## config.mk

```make
export PLATFORM = sky130hd
export DESIGN_NAME = video_tpg
export DESIGN_NICKNAME = d
export VERILOG_FILES = /design/src/rtl/video_tpg.sv
export SDC_FILE = /design/constraint.sdc
export NUM_CORES = 1
export LEC_CHECK = 0
export ABC_AREA = 1
export BUFFER_PORTS_ARGS = -buffer_cell sky130_fd_sc_hd__buf_2
export CAP_MARGIN = 20
export CORE_ASPECT_RATIO = 0.5
export CORE_UTILIZATION = 44
export CTS_CLUSTER_SIZE = 40
export DETAILED_ROUTE_END_ITERATION = 12
export HOLD_SLACK_MARGIN = 0.06
export MAX_ROUTING_LAYER = met4
export PLACE_DENSITY_LB_ADDON = 0.12
export REMOVE_ABC_BUFFERS = 1
export SETUP_SLACK_MARGIN = 0.02
export SYNTH_ARGS = -nofsm -noshare
export SYNTH_HDL_FRONTEND = slang
export SYNTH_SLANG_ARGS = --single-unit
```

## constraint.sdc

```tcl
create_clock -name clk_i -period 4.4 [get_ports clk_i]
set_clock_uncertainty 0.2 [all_clocks]
set_input_delay 0.22 -clock clk_i [delete_from_list [all_inputs] [get_ports clk_i]]
set_output_delay 0.22 -clock clk_i [all_outputs]
set_load 0.01 [all_outputs]
```

## src/rtl/video_tpg.sv

```systemverilog
// AXI-Stream test-pattern source: full active frames of 24-bit {B,G,R} pixels, tuser marks SOF.
// Runs in the pixel clock domain; frames are never truncated once started.
module video_tpg #(
    parameter int unsigned H_ACTIVE = 1920,
    parameter int unsigned V_ACTIVE = 1080,
    parameter int unsigned CHK_LOG2 = 5
) (
    input  logic        clk_i,
    input  logic        rst_n_i,
    input  logic        enable_i,
    input  logic [1:0]  mode_i,
    input  logic [23:0] solid_rgb_i,
    output logic        m_axis_tvalid,
    input  logic        m_axis_tready,
    output logic [23:0] m_axis_tdata,
    output logic        m_axis_tuser,
    output logic        frame_done_o,
    output logic [15:0] frame_cnt_o
);
    localparam int unsigned CW    = (CHK_LOG2 >= 16) ? CHK_LOG2 + 1 : 16;
    localparam int unsigned BAR_W = H_ACTIVE / 8;

    localparam logic [0:0] ST_IDLE = 1'b0;
    localparam logic [0:0] ST_RUN  = 1'b1;

    logic [0:0]    r_state;
    logic [CW-1:0] r_x;
    logic [CW-1:0] r_y;
    logic [CW-1:0] r_bar_x;
    logic [2:0]    r_bar;
    logic [1:0]    r_mode;
    logic [23:0]   r_solid;
    logic [23:0]   r_tdata;
    logic          r_tuser;
    logic          r_done;
    logic [15:0]   r_cnt;

    logic          w_accept;
    logic          w_eol;
    logic          w_eof;
    logic          w_sof;
    logic [CW-1:0] w_x_n;
    logic [CW-1:0] w_y_n;
    logic [CW-1:0] w_bar_x_n;
    logic [2:0]    w_bar_n;
    logic [1:0]    w_mode_n;
    logic [23:0]   w_solid_n;
    logic [23:0]   w_pix_n;

    assign w_accept = (r_state == ST_RUN) && m_axis_tready;
    assign w_eol    = (r_x == CW'(H_ACTIVE - 1));
    assign w_eof    = w_eol && (r_y == CW'(V_ACTIVE - 1));
    // A frame starts from IDLE, or back-to-back right after the last beat is accepted
    assign w_sof    = enable_i && ((r_state == ST_IDLE) || (w_accept && w_eof));

    always_comb begin
        w_mode_n  = r_mode;
        w_solid_n = r_solid;
        w_x_n     = r_x + CW'(1);
        w_y_n     = r_y;
        w_bar_x_n = r_bar_x + CW'(1);
        w_bar_n   = r_bar;
        if (w_sof) begin
            w_mode_n  = mode_i;
            w_solid_n = solid_rgb_i;
            w_x_n     = '0;
            w_y_n     = '0;
            w_bar_x_n = '0;
            w_bar_n   = '0;
        end else begin
            if (w_eol) begin
                w_x_n = '0;
                w_y_n = w_eof ? '0 : r_y + CW'(1);
            end
            // Bar index tracked incrementally to avoid dividing x by H_ACTIVE/8
            if (r_bar_x == CW'(BAR_W - 1)) begin
                w_bar_x_n = '0;
                w_bar_n   = r_bar + 3'd1;
            end
        end
    end

    always_comb begin
        w_pix_n = w_solid_n;
        case (w_mode_n)
            2'd0:    w_pix_n = {{8{~w_bar_n[0]}}, {8{~w_bar_n[2]}}, {8{~w_bar_n[1]}}};
            2'd1:    w_pix_n = {24{w_x_n[CHK_LOG2] ^ w_y_n[CHK_LOG2]}};
            2'd2:    w_pix_n = {w_x_n[7:0] + w_y_n[7:0], w_y_n[7:0], w_x_n[7:0]};
            default: w_pix_n = w_solid_n;
        endcase
    end

    always_ff @(posedge clk_i or negedge rst_n_i) begin
        if (!rst_n_i) begin
            r_state <= ST_IDLE;
            r_x     <= '0;
            r_y     <= '0;
            r_bar_x <= '0;
            r_bar   <= '0;
            r_mode  <= '0;
            r_solid <= '0;
            r_tdata <= '0;
            r_tuser <= 1'b0;
            r_done  <= 1'b0;
            r_cnt   <= '0;
        end else begin
            r_done <= w_accept && w_eof;
            if (w_accept && w_eof) begin
                r_cnt <= r_cnt + 16'd1;
            end
            if (w_sof || w_accept) begin
                r_x     <= w_x_n;
                r_y     <= w_y_n;
                r_bar_x <= w_bar_x_n;
                r_bar   <= w_bar_n;
                r_mode  <= w_mode_n;
                r_solid <= w_solid_n;
                r_tdata <= w_pix_n;
                r_tuser <= w_sof;
            end
            if (w_sof) begin
                r_state <= ST_RUN;
            end else if (w_accept && w_eof) begin
                r_state <= ST_IDLE;
                r_tdata <= '0;
            end
        end
    end

    assign m_axis_tvalid = (r_state == ST_RUN);
    assign m_axis_tdata  = r_tdata;
    assign m_axis_tuser  = r_tuser;
    assign frame_done_o  = r_done;
    assign frame_cnt_o   = r_cnt;

endmodule

```

# [After elaboration in Yosys (flattened, before gate mapping)]
# Index checks and enable logic that the tools add are counted.
[word_totals] register_bits=120 out_inout_bits=43
[op_classes] addsub=6 eq_ne=5 muxes=17 bitwise=5 n_reduce_logical=10
[op_table] operator="$mux W16" count=7
[op_table] operator="$mux W24" count=4
[op_table] operator="$pmux W24 S3" count=1
[op_table] operator="$add A16 B1 Y16 const B" count=4
[op_table] operator="$eq A16 B11 Y1 const B" count=2
[op_table] operator="$eq A16 B8 Y1 const B" count=1
[op_table] operator="$add A8 B8 Y8" count=1
[op_table] operator="$mux W3" count=2
[op_table] operator="$logic_and A1 B1 Y1" count=4
[op_table] operator="$not A1 Y1" count=4
[op_table] operator="$reduce_bool A2 Y1" count=2
[op_table] operator="$add A3 B1 Y3 const B" count=1
[op_table] operator="$eq A2 B1 Y1 const B" count=1
[op_table] operator="$eq A2 B2 Y1 const B" count=1
[op_table] operator="$logic_not A2 Y1" count=1
[op_table] operator="$logic_or A1 B1 Y1" count=2
[op_table] operator="$mux W1" count=2
[op_table] operator="$mux W2" count=1
[op_table] operator="$reduce_and A2 Y1" count=1
[op_table] operator="$xor A1 B1 Y1" count=1

# [Depth between registers and ports, before layout]
[depth] word_depth=11 mapped_depth=26 ltp_nobuf=25

# [Worst setup path before layout]
# Ideal clock, no wire load.
[synth_path] path_type="flip-flop to flip-flop" from="reg r_y[0]" to="reg r_tdata[22], in the netlist m_axis_tdata[22]" t_arrival_ns=3.099 path_slack_ns=1.024 path_stages_with_launch=27 n_path_buf=1 synth_period_minus_slack_ns=3.376 path_cell_list="dfrtp_1 > ha_1 > inv_1 > nor2_1 > nand2_1 > nor2_1 > nand3_4 > nand2_4 > nand2_2 > buf_6 > nand2_4 > inv_1 > nand2_1 > inv_1 > ha_1 > fa_1 > nand3_1 > nand3_1 > nand2_1 > nand2_1 > a21oi_1 > nor2_1 > nor2_1 > nand2_1 > nand2_1 > nand2_1 > a21oi_1"
[synth_via] elab_chain_len=11 word_cells_on_any_way=24
[synth_lines] element="start: declaration" line="28" text="logic [CW-1:0] r_y;"
[synth_lines] element="start signal: assignment" line="113" text="r_y <= w_y_n;"
[synth_lines] element="$eq A16 B11 Y1 *" line="52" text="assign w_eof = w_eol && (r_y == CW'(V_ACTIVE - 1));"
[synth_lines] element="$logic_and A1 B1 Y1 *" line="52"
[synth_lines] element="$logic_and A1 B1 Y1 *" line="54" text="assign w_sof = enable_i && ((r_state == ST_IDLE) || (w_accept && w_eof));"
[synth_lines] element="$logic_or A1 B1 Y1 *" line="54"
[synth_lines] element="$logic_and A1 B1 Y1 *" line="54"
[synth_lines] element="$mux W16 *" line="63" text="if (w_sof) begin"
[synth_lines] element="via w_x_n[0]" line="42" text="logic [CW-1:0] w_x_n;"
[synth_lines] element="$add A8 B8 Y8 *" line="88" text="2'd2: w_pix_n = {w_x_n[7:0] + w_y_n[7:0], w_y_n[7:0], w_x_n[7:0]};"
[synth_lines] element="$pmux W24 S3 *" line="85" text="case (w_mode_n)"
[synth_lines] element="$mux W24 *" line="111" text="if (w_sof || w_accept) begin"
[synth_lines] element="$mux W24" line="123" text="end else if (w_accept && w_eof) begin"
[synth_lines] element="$mux W24 *" line="121" text="if (w_sof) begin"
[synth_lines] element="end signal: assignment" line="118" text="r_tdata <= w_pix_n;"
[synth_lines] element="end: declaration" line="33" text="logic [23:0] r_tdata;"
# The timed path passes the listed nets; every way through them passes the cells marked *. The select of a mux whose other input is x is not followed.
# A chain may end at the register's enable or synchronous reset.

# [Final worst setup path]
# Ends and elaborated chain as after synthesis.

==> out/results.txt <==
io pins: 73
clk sinks: 120
Final period util: 88.13%
clock-pin slew on the worst setup and hold paths: 60 ps
Initial Utilization: 46.41%
CP arrival: 4020 ps
I/O Buffers: 72
Hold Slack: 88.78 ps
Pre-antenna DRT Iters: 7
Total GRT Usage: 24.05%
nets@finish: 1051
antenna cells: 0
Filler Cell Count: 1447
Post-synth EDFFs: 0
Post-Syn Instances: 909
average cell area after synthesis: 7.624 um^2
critical path fanouts, max: 14
RSZ-0062 raised after global routing: false
setup TNS: 0 ps
Lkg Pwr: 4.147 nW
placer congestion estimate: 0.9180
total number of vias: 6304
Die Y: 90.75 um
post-DP HPWL: 12460 um
hold crit path type: in2reg
CP endpoint kind: flop
Max-cap violations: 0
Synth Flop Type: dfrtp_1
sequential area share after synthesis: 43.33%
fin crit period: 3878 ps
f_max: 257.9 MHz
synthesized cell area: 6930 um^2
initial antenna violation count: 0
DRC: 0
initial DRC count: 395
die area: 16290 um^2
Clock Tree Root: clkbuf_16
Hold Fails Final Rpt: 0
Setup CP Type: reg2reg
vias in the first global route: 6037
Layout area overhead: 19.82%
flops & latches, synth: 120
Routed Antenna Nets: 0
floorplan core area: 14930 um^2
gr ovfl total: 0
TritonCTS clock tree: built
largest net degree at the start of global routing: 61
WL per Instance: 14.47 um
status: complete, no violations
share of cells above drive strength 1: 16.19%
setup violators final: 0
FFs w/ async S/R, synth: 100.0%
H-Tree Level Count: 4
Avg Vias per Cell: 5.180
worst IR drop on VDD: 0.0002855 V
Setup Fix Bufs, Post-CTS: 0
global-route wire length before repair: 30140 um
Max clock buf depth: 2
post-synthesis cell type count: 45
CP required: 4540 ps
crit start category: flop
Power Density: 432.3 nW/um^2
Ys Warns: 0
Worst-Margin Slew: 789.6 ps
drt total wl: 17610 um
Clock Latency Late Sink: 410 ps
Max Slew Vio Count: 0
Worst R2R Setup Slack: 520 ps
slew margin rel.: 47.23%
Die X: 179.5 um
clock buffer count from CTS: 17
num rows: 31
[sequential cells by signal, summed over array words and instances, names as in the netlist]
signal	count
frame_done_o	1
m_axis_tdata	24
m_axis_tvalid	1
r_solid	24
frame_cnt_o	16
m_axis_tuser	1
r_x	16
r_bar	3
r_bar_x	16
r_y	16
r_mode	2
[worst max-delay path, stage by stage (launching register included)]
cell     delay (ps)
dfrtp_1         400
ha_1            260
inv_1           100
nor2_1          140
nand2_1          80
nor2_1          220
nand3_4         180
nand2_4         130
nand2_4         150
nand2_4         150
inv_1            70
nand2_1         100
inv_1            50
ha_1            210
fa_1            410
nand3_1          90
nand3_1          80
nand2_1          80
nand2_1          50
a21oi_1         190
nor2_1           60
nor2_1          110
nand2_1          60
nand2_1          60
nand2_1          40
a21oi_1         110
[layout by cell type (no fill, tap or decap), types with 8 or more instances in the layout]
| cell | Yosys | routed |
|---|---|---|
| xor2_1 | 11 | 11 |
| buf_4 | 3 | 9 |
| o21ai_1 | 14 | 14 |
| ha_1 | 12 | 12 |
| nand2_4 | 7 | 8 |
| o211ai_1 | 12 | 12 |
| o21ai_0 | 57 | 57 |
| clkbuf_16 | 0 | 17 |
| inv_1 | 98 | 98 |
| nor2_1 | 89 | 89 |
| a21oi_1 | 35 | 35 |
| buf_2 | 14 | 71 |
| nand4_1 | 19 | 19 |
| or2_2 | 17 | 17 |
| dfrtp_1 | 120 | 120 |
| xnor2_1 | 11 | 11 |
| nor3_1 | 19 | 19 |
| nand2_1 | 249 | 249 |
| dlygate4sd3_1 | 0 | 28 |
| nand3_1 | 50 | 50 |
[layer usage]
| layer | up-vias | global-route usage (%) | share of wire (%) |
|---|---|---|---|
| met3 | 11 | 4.435 | 4.7 |
| met1 | 2967 | 34.64 | 54 |
| li1 | 3148 | - | - |
| met4 | 0 | 6.250 | 0.73 |
| met5 | - | - | 0 |
| met2 | 178 | 34.47 | 40 |
[power by group]
group          internal [mW]  switching [mW]
combinational          0.308           0.499
sequential              1.26           0.112
clock                  0.881           0.526
total                   2.45            1.14
[final cells by class]
type	instances	area [um^2]	share of cell area (%)
flip-flops and latches	120	3003	36.16
inverters	105	399.1	4.806
clock buffers	17	425.4	5.123
well taps	198	247.7	2.983
multi-input cells	656	3369	40.58
repair buffers	108	703.2	8.468
clock inverters	13	156.4	1.883
[through the flow]
step | instances | util (%) | power, mW | instance area [um^2] | worst slack [ps]
detailed placement | 1159 | 49.80 | 2.177 | 7437 | 504.4
global route | 1217 | 55.61 | 3.819 | 8304 | 39.46
finish | 1217 | 55.61 | 3.590 | 8304 | 522.4
CTS | 1217 | 55.58 | 3.614 | 8299 | 403.5
floorplan | 881 | - | 1.914 | 6766 | 635.4
global placement | 1159 | 49.80 | 2.170 | 7437 | 608.8
[cells in the mapped netlist (4+ instances only)]
master,n,area share [%]
nand3_1,50,3.6
o21ai_0,57,4.1
ha_1,12,2.2
inv_1,98,5.3
buf_2,14,1.0
o21ai_1,14,1.0
o211ai_1,12,1.3
dfrtp_1,120,43
clkbuf_1,7,0.38
a21oi_1,35,2.5
nand4_1,19,1.7
nand2_4,7,1.1
nor4_1,6,0.54
nor2_1,89,4.8
buf_6,4,0.65
xnor2_1,11,1.4
nand2_1,249,13
nand2_2,8,0.72
xor2_1,11,1.4
or2_2,17,1.5
nor2_4,5,0.81
nor3_1,19,1.4
o21a_1,7,0.76
inv_2,6,0.32
[kinds of logic after synthesis]
family | synth area share, %
and+or+nand+nor | 31.88
AOI/OAI and AO/OA | 11.43
buffers and inverters | 8.124
DFF | 43.33
xor gates and xnor gates | 2.780
adders and majority gates | 2.455
[final timing paths]
check,from,end,cells past startpoint
max,r_y[0],m_axis_tdata[22],25
min,m_axis_tready,m_axis_tuser,5
max reg2reg,r_y[0],m_axis_tdata[22],25
min reg2reg,r_bar_x[15],r_bar_x[15],1
max in group asynchronous,rst_n_i,frame_cnt_o[10],3
min in group asynchronous,rst_n_i,r_bar_x[1],2
[repair_timing]
item                                    CTS  global route
endpoints found under the setup margin    0             1
hold endpoints to repair                101             0
gates resized for setup                   0             1
hold buffers                             28             0
No activity file was read; power rests on OpenSTA's default activity.
